===== config.mk =====
export PLATFORM = sky130hd
export DESIGN_NAME = ps2_rx
export DESIGN_NICKNAME = d
export VERILOG_FILES = /design/src/rtl/ps2_rx.sv
export SDC_FILE = /design/constraint.sdc
export NUM_CORES = 1
export LEC_CHECK = 0
export ABC_AREA = 1
export BUFFER_PORTS_ARGS = -buffer_cell sky130_fd_sc_hd__buf_2
export CELL_PAD_IN_SITES_DETAIL_PLACEMENT = 0
export CELL_PAD_IN_SITES_GLOBAL_PLACEMENT = 2
export CORE_UTILIZATION = 34
export CTS_BUF_LIST = sky130_fd_sc_hd__clkbuf_8
export CTS_CLUSTER_DIAMETER = 60
export DETAILED_ROUTE_END_ITERATION = 16
export HOLD_SLACK_MARGIN = 0.05
export PLACE_DENSITY = 0.74
export SYNTH_ARGS = -nofsm -noshare
export SYNTH_HDL_FRONTEND = slang
export SYNTH_SLANG_ARGS = --single-unit

===== constraint.sdc =====
create_clock -name clk_i -period 1.7 [get_ports clk_i]
set_input_delay 0.17 -clock clk_i [delete_from_list [all_inputs] [get_ports clk_i]]
set_output_delay 0.17 -clock clk_i [all_outputs]
set_load 0.02 [all_outputs]

===== src/rtl/ps2_rx.sv =====
// ps2_rx: PS/2 device-to-host byte receiver with ps2clk glitch filter, frame
// watchdog and a 3-byte mouse packet assembler on top of the byte stream.
module ps2_rx #(
    parameter int unsigned CLK_HZ      = 100_000_000,
    parameter int unsigned FILTER_LEN  = 8,
    parameter int unsigned TIMEOUT_CYC = 200_000
) (
    input  logic       clk_i,
    input  logic       reset_ni,
    input  logic       en_i,
    input  logic       ps2clk_i,
    input  logic       ps2data_i,
    output logic [7:0] rx_data_o,
    output logic       rx_valid_o,
    output logic       rx_err_o,
    output logic       busy_o,
    output logic       pkt_valid_o,
    output logic [2:0] pkt_btn_o,
    output logic [8:0] pkt_dx_o,
    output logic [8:0] pkt_dy_o,
    output logic       pkt_xovf_o,
    output logic       pkt_yovf_o
);

    localparam int unsigned FC_W = (FILTER_LEN > 1) ? $clog2(FILTER_LEN) : 1;
    localparam int unsigned WD_W = $clog2(TIMEOUT_CYC + 1);

    if (CLK_HZ == 0 || FILTER_LEN < 1 || TIMEOUT_CYC < 2) begin : gBadParam
        $error("ps2_rx: CLK_HZ, FILTER_LEN or TIMEOUT_CYC out of range");
    end

    typedef enum logic [1:0] {
        RX_IDLE,
        RX_DATA,
        RX_PARITY,
        RX_STOP
    } rxState_e;

    logic [2:0]      clkSync_q;
    logic [2:0]      dataSync_q;
    logic            filtLvl_q;
    logic            filtLvl_d;
    logic            filtPrev_q;
    logic [FC_W-1:0] filtCnt_q;
    logic [FC_W-1:0] filtCnt_d;
    logic            fallEdge;
    logic            dataBit;

    rxState_e        state_q;
    rxState_e        state_d;
    logic [2:0]      bitCnt_q;
    logic [7:0]      shift_q;
    logic            parity_q;
    logic [WD_W-1:0] wdCnt_q;
    logic            timeout;

    logic            busy;
    logic            stopEdge;
    logic            frameGood;
    logic            rxValid_d;
    logic            rxErr_d;
    logic [7:0]      rxData_d;
    logic            rxValid_q;
    logic            rxErr_q;
    logic [7:0]      rxData_q;

    logic [1:0]      pktIdx_q;
    logic [7:0]      byte0_q;
    logic [7:0]      byte1_q;
    logic [WD_W-1:0] idleCnt_q;
    logic            idleTimeout;
    logic            pktValid_q;
    logic [2:0]      pktBtn_q;
    logic [8:0]      pktDx_q;
    logic [8:0]      pktDy_q;
    logic            pktXovf_q;
    logic            pktYovf_q;

    // Both lines idle high, so the synchronizers and filter reset to 1.
    always_ff @(posedge clk_i or negedge reset_ni) begin
        if (!reset_ni) begin
            clkSync_q  <= '1;
            dataSync_q <= '1;
            filtLvl_q  <= 1'b1;
            filtPrev_q <= 1'b1;
            filtCnt_q  <= '0;
        end else begin
            clkSync_q  <= {clkSync_q[1:0], ps2clk_i};
            dataSync_q <= {dataSync_q[1:0], ps2data_i};
            filtLvl_q  <= filtLvl_d;
            filtPrev_q <= filtLvl_q;
            filtCnt_q  <= filtCnt_d;
        end
    end

    always_comb begin
        filtLvl_d = filtLvl_q;
        filtCnt_d = '0;
        if (clkSync_q[2] != filtLvl_q) begin
            if (filtCnt_q == FC_W'(FILTER_LEN - 1)) begin
                filtLvl_d = clkSync_q[2];
            end else begin
                filtCnt_d = filtCnt_q + 1'b1;
            end
        end
    end

    assign fallEdge = filtPrev_q & ~filtLvl_q;
    assign dataBit  = dataSync_q[2];
    assign timeout  = en_i && (state_q != RX_IDLE) && !fallEdge &&
                      (wdCnt_q == WD_W'(TIMEOUT_CYC - 1));

    always_ff @(posedge clk_i or negedge reset_ni) begin
        if (!reset_ni) begin
            state_q <= RX_IDLE;
        end else begin
            state_q <= state_d;
        end
    end

    always_comb begin
        state_d = state_q;
        if (!en_i || timeout) begin
            state_d = RX_IDLE;
        end else if (fallEdge) begin
            unique case (state_q)
                RX_IDLE: begin
                    if (!dataBit) begin
                        state_d = RX_DATA;
                    end
                end
                RX_DATA: begin
                    if (bitCnt_q == 3'd7) begin
                        state_d = RX_PARITY;
                    end
                end
                RX_PARITY: state_d = RX_STOP;
                RX_STOP:   state_d = RX_IDLE;
                default:   state_d = RX_IDLE;
            endcase
        end
    end

    // Odd parity: data bits plus parity bit must hold an odd number of ones.
    always_comb begin
        busy      = (state_q != RX_IDLE);
        stopEdge  = en_i && fallEdge && (state_q == RX_STOP);
        frameGood = stopEdge && dataBit && (^{shift_q, parity_q});
        rxValid_d = frameGood;
        rxErr_d   = (stopEdge && !frameGood) || timeout;
        rxData_d  = frameGood ? shift_q : rxData_q;
    end

    always_ff @(posedge clk_i or negedge reset_ni) begin
        if (!reset_ni) begin
            bitCnt_q  <= '0;
            shift_q   <= '0;
            parity_q  <= 1'b0;
            wdCnt_q   <= '0;
            rxValid_q <= 1'b0;
            rxErr_q   <= 1'b0;
            rxData_q  <= '0;
        end else begin
            rxValid_q <= rxValid_d;
            rxErr_q   <= rxErr_d;
            rxData_q  <= rxData_d;

            if (state_q == RX_IDLE || !en_i || fallEdge) begin
                wdCnt_q <= '0;
            end else if (!timeout) begin
                wdCnt_q <= wdCnt_q + 1'b1;
            end

            if (state_q == RX_IDLE) begin
                bitCnt_q <= '0;
            end else if (fallEdge && state_q == RX_DATA) begin
                shift_q  <= {dataBit, shift_q[7:1]};
                bitCnt_q <= bitCnt_q + 1'b1;
            end

            if (fallEdge && state_q == RX_PARITY) begin
                parity_q <= dataBit;
            end
        end
    end

    // A long idle gap mid-packet means the mouse stream was lost; resync.
    assign idleTimeout = (state_q == RX_IDLE) && (pktIdx_q != 2'd0) &&
                         (idleCnt_q == WD_W'(TIMEOUT_CYC - 1));

    always_ff @(posedge clk_i or negedge reset_ni) begin
        if (!reset_ni) begin
            idleCnt_q <= '0;
        end else if (state_q != RX_IDLE || pktIdx_q == 2'd0 || idleTimeout) begin
            idleCnt_q <= '0;
        end else begin
            idleCnt_q <= idleCnt_q + 1'b1;
        end
    end

    always_ff @(posedge clk_i or negedge reset_ni) begin
        if (!reset_ni) begin
            pktIdx_q   <= '0;
            byte0_q    <= '0;
            byte1_q    <= '0;
            pktValid_q <= 1'b0;
            pktBtn_q   <= '0;
            pktDx_q    <= '0;
            pktDy_q    <= '0;
            pktXovf_q  <= 1'b0;
            pktYovf_q  <= 1'b0;
        end else begin
            pktValid_q <= 1'b0;
            if (!en_i || rxErr_q || idleTimeout) begin
                pktIdx_q <= '0;
            end else if (rxValid_q) begin
                unique case (pktIdx_q)
                    2'd0: begin
                        if (rxData_q[3]) begin
                            byte0_q  <= rxData_q;
                            pktIdx_q <= 2'd1;
                        end
                    end
                    2'd1: begin
                        byte1_q  <= rxData_q;
                        pktIdx_q <= 2'd2;
                    end
                    default: begin
                        pktBtn_q   <= byte0_q[2:0];
                        pktDx_q    <= {byte0_q[4], byte1_q};
                        pktDy_q    <= {byte0_q[5], rxData_q};
                        pktXovf_q  <= byte0_q[6];
                        pktYovf_q  <= byte0_q[7];
                        pktValid_q <= 1'b1;
                        pktIdx_q   <= 2'd0;
                    end
                endcase
            end
        end
    end

    assign rx_data_o   = rxData_q;
    assign rx_valid_o  = rxValid_q;
    assign rx_err_o    = rxErr_q;
    assign busy_o      = busy;
    assign pkt_valid_o = pktValid_q;
    assign pkt_btn_o   = pktBtn_q;
    assign pkt_dx_o    = pktDx_q;
    assign pkt_dy_o    = pktDy_q;
    assign pkt_xovf_o  = pktXovf_q;
    assign pkt_yovf_o  = pktYovf_q;

endmodule

Word-level counts from Yosys, hierarchy flattened
Index checks and enable logic that the tools add are counted.
- register bits: 113
- output and inout bits: 35
- input port bits: 5
- add/subtract/negate cells: 4
- multiplexer cells: 19
- reduce and logical (&&, ||, !) cells: 39
- eq/ne operators: 13
- bitwise operators: 5
- operators with widths (kind ; number):
    $mux W18 ; 3
    $add A18 B1 Y18 const B ; 2
    $eq A18 B18 Y1 const B ; 2
    $mux W2 ; 7
    $logic_and A1 B1 Y1 ; 12
    $mux W3 ; 4
    $reduce_bool A2 Y1 ; 5
    $reduce_and A3 Y1 ; 3
    $reduce_xor A9 Y1 ; 1
    $logic_or A1 B1 Y1 ; 8
    $pmux W2 S4 ; 1
    $add A3 B1 Y3 const B ; 2
    $eq A3 B3 Y1 const B ; 2
    $ne A3 B3 Y1 const B ; 2
    $reduce_and A2 Y1 ; 3
    $eq A2 B1 Y1 const B ; 2
    $eq A2 B2 Y1 const B ; 2
    $logic_not A2 Y1 ; 2
    $not A1 Y1 ; 4
    $pmux W2 S2 ; 1
    $reduce_and A4 Y1 ; 1
    $logic_not A1 Y1 ; 3
    $mux W1 ; 3
    $ne A3 B2 Y1 const B ; 1
    4 further kinds ; 4

Longest topological paths before layout
- word-level depth: 9
- mapped depth: 11
- gate-level depth less buffers: 11

Least setup slack after synthesis
OpenSTA, ideal clock, no wires.
- path kind: reg2reg
- from: register state_q[0]
- to: register pktDy_q[4], in the netlist pkt_dy_o[4]
- library setup time: 0.123 ns
- buffers on the path: 1
- required time: 1.577 ns
- clock period less this slack: 1.691 ns
- data arrival time: 1.568 ns
- stages on the path, launching flop included: 11
- setup slack: 0.009 ns
- cells stage by stage: dfrtp_1 > inv_1 > ha_1 > inv_2 > nor2_1 > nand4_4 > nand2_4 > nor2_4 > buf_6 > nand2_1 > nand2_1
- word-level cells in the longest chain between the ends: 6
- ends and longest elaborated chain (element ; line ; RTL):
    from (decl) ; 49 ; rxState_e state_q;
    from (signal assigned) ; 117 ; state_q <= state_d;
    $logic_not A2 Y1 ; 188 ; assign idleTimeout = (state_q == RX_IDLE) && (pktIdx_q != 2'd0) &&
    $logic_and A1 B1 Y1 (2 in a row) ; 188 ;
    $logic_or A1 B1 Y1 ; 214 ; if (!en_i || rxErr_q || idleTimeout) begin
    $not A1 Y1 (no line) ; - ;
    $reduce_and A3 Y1 (no line) ; - ;
    to (signal assigned) ; 231 ; pktDy_q <= {byte0_q[5], rxData_q};
    to (decl) ; 75 ; logic [8:0] pktDy_q;
Every way passes these cells.
A chain may end at the register's enable or synchronous reset.

Worst setup path after layout
- from: register state_q[0]
- to: output busy_o
- word-level cells in the longest chain between the ends: 1
- ends and longest elaborated chain (element ; line ; RTL):
    $reduce_bool A2 Y1 ; 146 ; busy = (state_q != RX_IDLE);
    to (decl) ; 16 ; output logic busy_o,
Every way passes these cells.

==> results.md <==
* Placer Congestion at 0.797
* Most Used Layer, Global Route: met2
* Area growth, synth to finish at 19.1%
* Sequential cell area fraction in the yosys report at 53.8%
* # diodes at 0
* Worst hold slack at 0.293 ns
* Dpl cells at 851
* Synthesized cell area at roughly 5200 um2
* GR Util met1 at 22.5%
* Initial core utilization at approximately 35%
* Largest net degree at the start of global routing at 54
* Via count at 4100
* Post-synth top flop: dfrtp_1
* Worst-path maximum fanout at 6
* Final period util at 93.0%
* Die area at 15900 um2
* Final nets at around 700
* Met2 GRT Util at between 20 and 30%
* TritonCTS clock tree: yes
* Final Setup Violations at 0
* DRC at 0
* Proportion of layout cells with a drive suffix above 1 at 18.8%
* Non-Filler Instances at 876
* DP Worst Slack at 0.0361 ns
* Final wirelength at 11.6 mm
* Total Routing Usage GR at 16.3%
* Hold Crit Class: input port to asynchronous set/reset pin
* CTS buffer count at 9
* CTS max path bufs at 2
* Max Freq at 632 MHz
* Fin. max-slew vios at 0
* Critical path data arrival time at 1.41 ns
* Clock transition at path regs at 0.10 ns
* Final worst slack at 0.119 ns
* # rows at 44
* Layout filler cell count at 1550
* Worst-margin pin slew at 0.517 ns
* Syn nets at roughly 630
* Initial antenna violation count at 0
* EDFF count, synth at 0
* Number of global-route vias before repair at around 4100
* Core area at ~15000 um2
* # Max-Cap Violations at 0
* WL/cell at 13.2 um
* Cell Area, Placed at 5820 um2
* Worst vdd ir at 447 uV
* Unrepaired setup endpoints after global routing: true
* Yosys cell types at 38
* Synth top area cells: dfrtp_1 (50%), nand2_1 (14%), o21ai_0 (5.0%), inv_1 (4.7%), dfstp_2 (4.0%)
* DR pass1 iterations at 4
* Final TNS setup at 0 ns
* Most common cell in the netlist: nand2_1
* Die Y at 126 um
* Leakage at 3.07 nW
* Met3 Use GR at 3.99%
* Post-synth top area share at 49.8%
* Power Dens Cells at ~800 nW/um2
* Synthesized instance count at approximately 620
* Worst path required time at 1.53 ns
* Ys async rst share at 100%
* DP HPWL at around 8.3 mm
* Root Buffer: clkbuf_8
* DRT iter0 DRCs at 219
* Worst-Skew Late Latency at 0.39 ns
* #FFs+latches synth at 112
* Critical path class: flop to output pin
* I/O Buffers at 39
* Htree depth at 3
* Routed Antenna Nets at 0
* Gr ovfl total at 0
* First-pass GRT wire length at 20.6 mm
* Vias/cell at 4.68
* Status: finished clean
* IO Count at 40
* Final instance area at 6230 um2
* Crit. End Element: output pin
* Hold Vio Cnt, Final at 0
* Clock Skews at roughly 0.017 ns
* Max_slew headroom at 65.5%
* Sink Count at 112
* Avg Inst Size Synth at ~8.5 um2
* CP startpoint kind: flop
* Post-synth top area cell: dfrtp_1
* Commonest cells post-synth: nand2_1 (200), dfrtp_1 (104), inv_1 (65)
* DIE WIDTH at approximately 130 um
* Synthesis warning total at 0
* Tmin final at 1.58 ns
## cells by family (layout without fill, tap and decap cells)
kind of cell,count (synthesis),after routing,share of synthesized area (%)
xor+xnor,8,8,1.34
buf+inv,80,155,6.44
compound gates,85,85,8.33
flops,112,112,53.8
simple gates,322,322,27.7
fa+ha+maj,10,10,2.39
## cell type report
class | instances | area, um2 | area share [%]
Clock buffer | 10 | 138 | 2.21
Clock inverter | 6 | 83.8 | 1.35
Inverter | 69 | 259 | 4.16
Multi-Input combinational cell | 425 | 2190 | 35.1
Sequential cell | 112 | 2810 | 45.2
Tap cell | 184 | 230 | 3.70
Timing Repair Buffer | 70 | 515 | 8.28
## sequential cells by signal, summed over array words and instances, names as in the netlist, 3 cells and up
| register | flops |
|---|---|
| rx_data_o | 8 |
| byte1_q | 8 |
| dataSync_q | 3 |
| clkSync_q | 3 |
| pkt_dy_o | 9 |
| pkt_btn_o | 3 |
| filtCnt_q | 3 |
| bitCnt_q | 3 |
| wdCnt_q | 18 |
| shift_q | 8 |
| idleCnt_q | 18 |
| pkt_dx_o | 9 |
| byte0_q | 7 |
## power by group
group,internal [mW],total (mW),switching [mW]
Clock,0.866,1.77,0.908
Combinational,0.146,0.405,0.259
Sequential,2.75,2.79,0.0358
## through the flow
| stage | power (mW) | utilization (%) |
|---|---|---|
| after floorplan | 3.04 | - |
| after global placement | 3.22 | 39.4 |
| after detailed placement | 3.24 | 39.4 |
| after CTS | 5.06 | 41.2 |
| after global routing | 5.23 | 42.2 |
| final | 4.96 | 42.2 |
## cells in the final DEF, fill, tap and decap left out, drive strengths merged
cell         netlist  routed
nand2            202     202
dfrtp            104     104
inv               69      72
buf                9      66
o21ai             62      62
nor2              43      43
nand3             39      39
nor3              19      19
a21oi             18      18
clkbuf             2      10
ha                10      10
nand4              9       9
dfstp              8       8
xor2               5       5
dlygate4sd3        0       4
nor4               4       4
a31oi              3       3
xnor2              3       3
or2                3       3
bufinv             0       2
nor3b              1       1
o221ai             1       1
nand2b             1       1
nand3b             1       1
o21bai             1       1
clkinvlp           0       1
## path summary, 6_finish.rpt
| path | endpoint | slack [ns] | from | cells past startpoint |
|---|---|---|---|---|
| max reg2reg | pkt_dy_o[5]$_DFFE_PN0P_ | 0.12 | idleCnt_q[1]$_DFF_PN0_ | 9 |
| min | idleCnt_q[12]$_DFF_PN0_ | 0.29 | reset_ni | 2 |
| min in group clk_i | clkSync_q[1]$_DFF_PN1_ | 0.36 | clkSync_q[0]$_DFF_PN1_ | 0 |
| min reg2reg | clkSync_q[1]$_DFF_PN1_ | 0.36 | clkSync_q[0]$_DFF_PN1_ | 0 |
| max in group asynchronous | rx_data_o[4]$_DFFE_PN0P_ | 0.75 | reset_ni | 3 |
| max | busy_o | 0.12 | state_q[0]$_DFFE_PN0P_ | 5 |
## routing by layer
layer  routed length [um]  vias to the layer above
met5                    0                        -
met4                  117                        0
met3                  388                        8
met2                 5180                       56
met1                 5900                     1911
li1                     -                     2125
## timing repair
item                                    in CTS  in global routing
buffers inserted                             0                  5
hold buffers                                 4                  0
gates resized for setup                      0                 29
endpoints found under the setup margin       0                 63
hold endpoints to repair                    31                  0
## worst max-delay path, stage by stage (launching register included)
cell and delay (ns):
dfrtp_1 0.36, inv_1 0.06, ha_1 0.22, inv_2 0.09, buf_4 0.15, buf_2 0.17
Note: power is estimated with default switching activity, not from simulation.
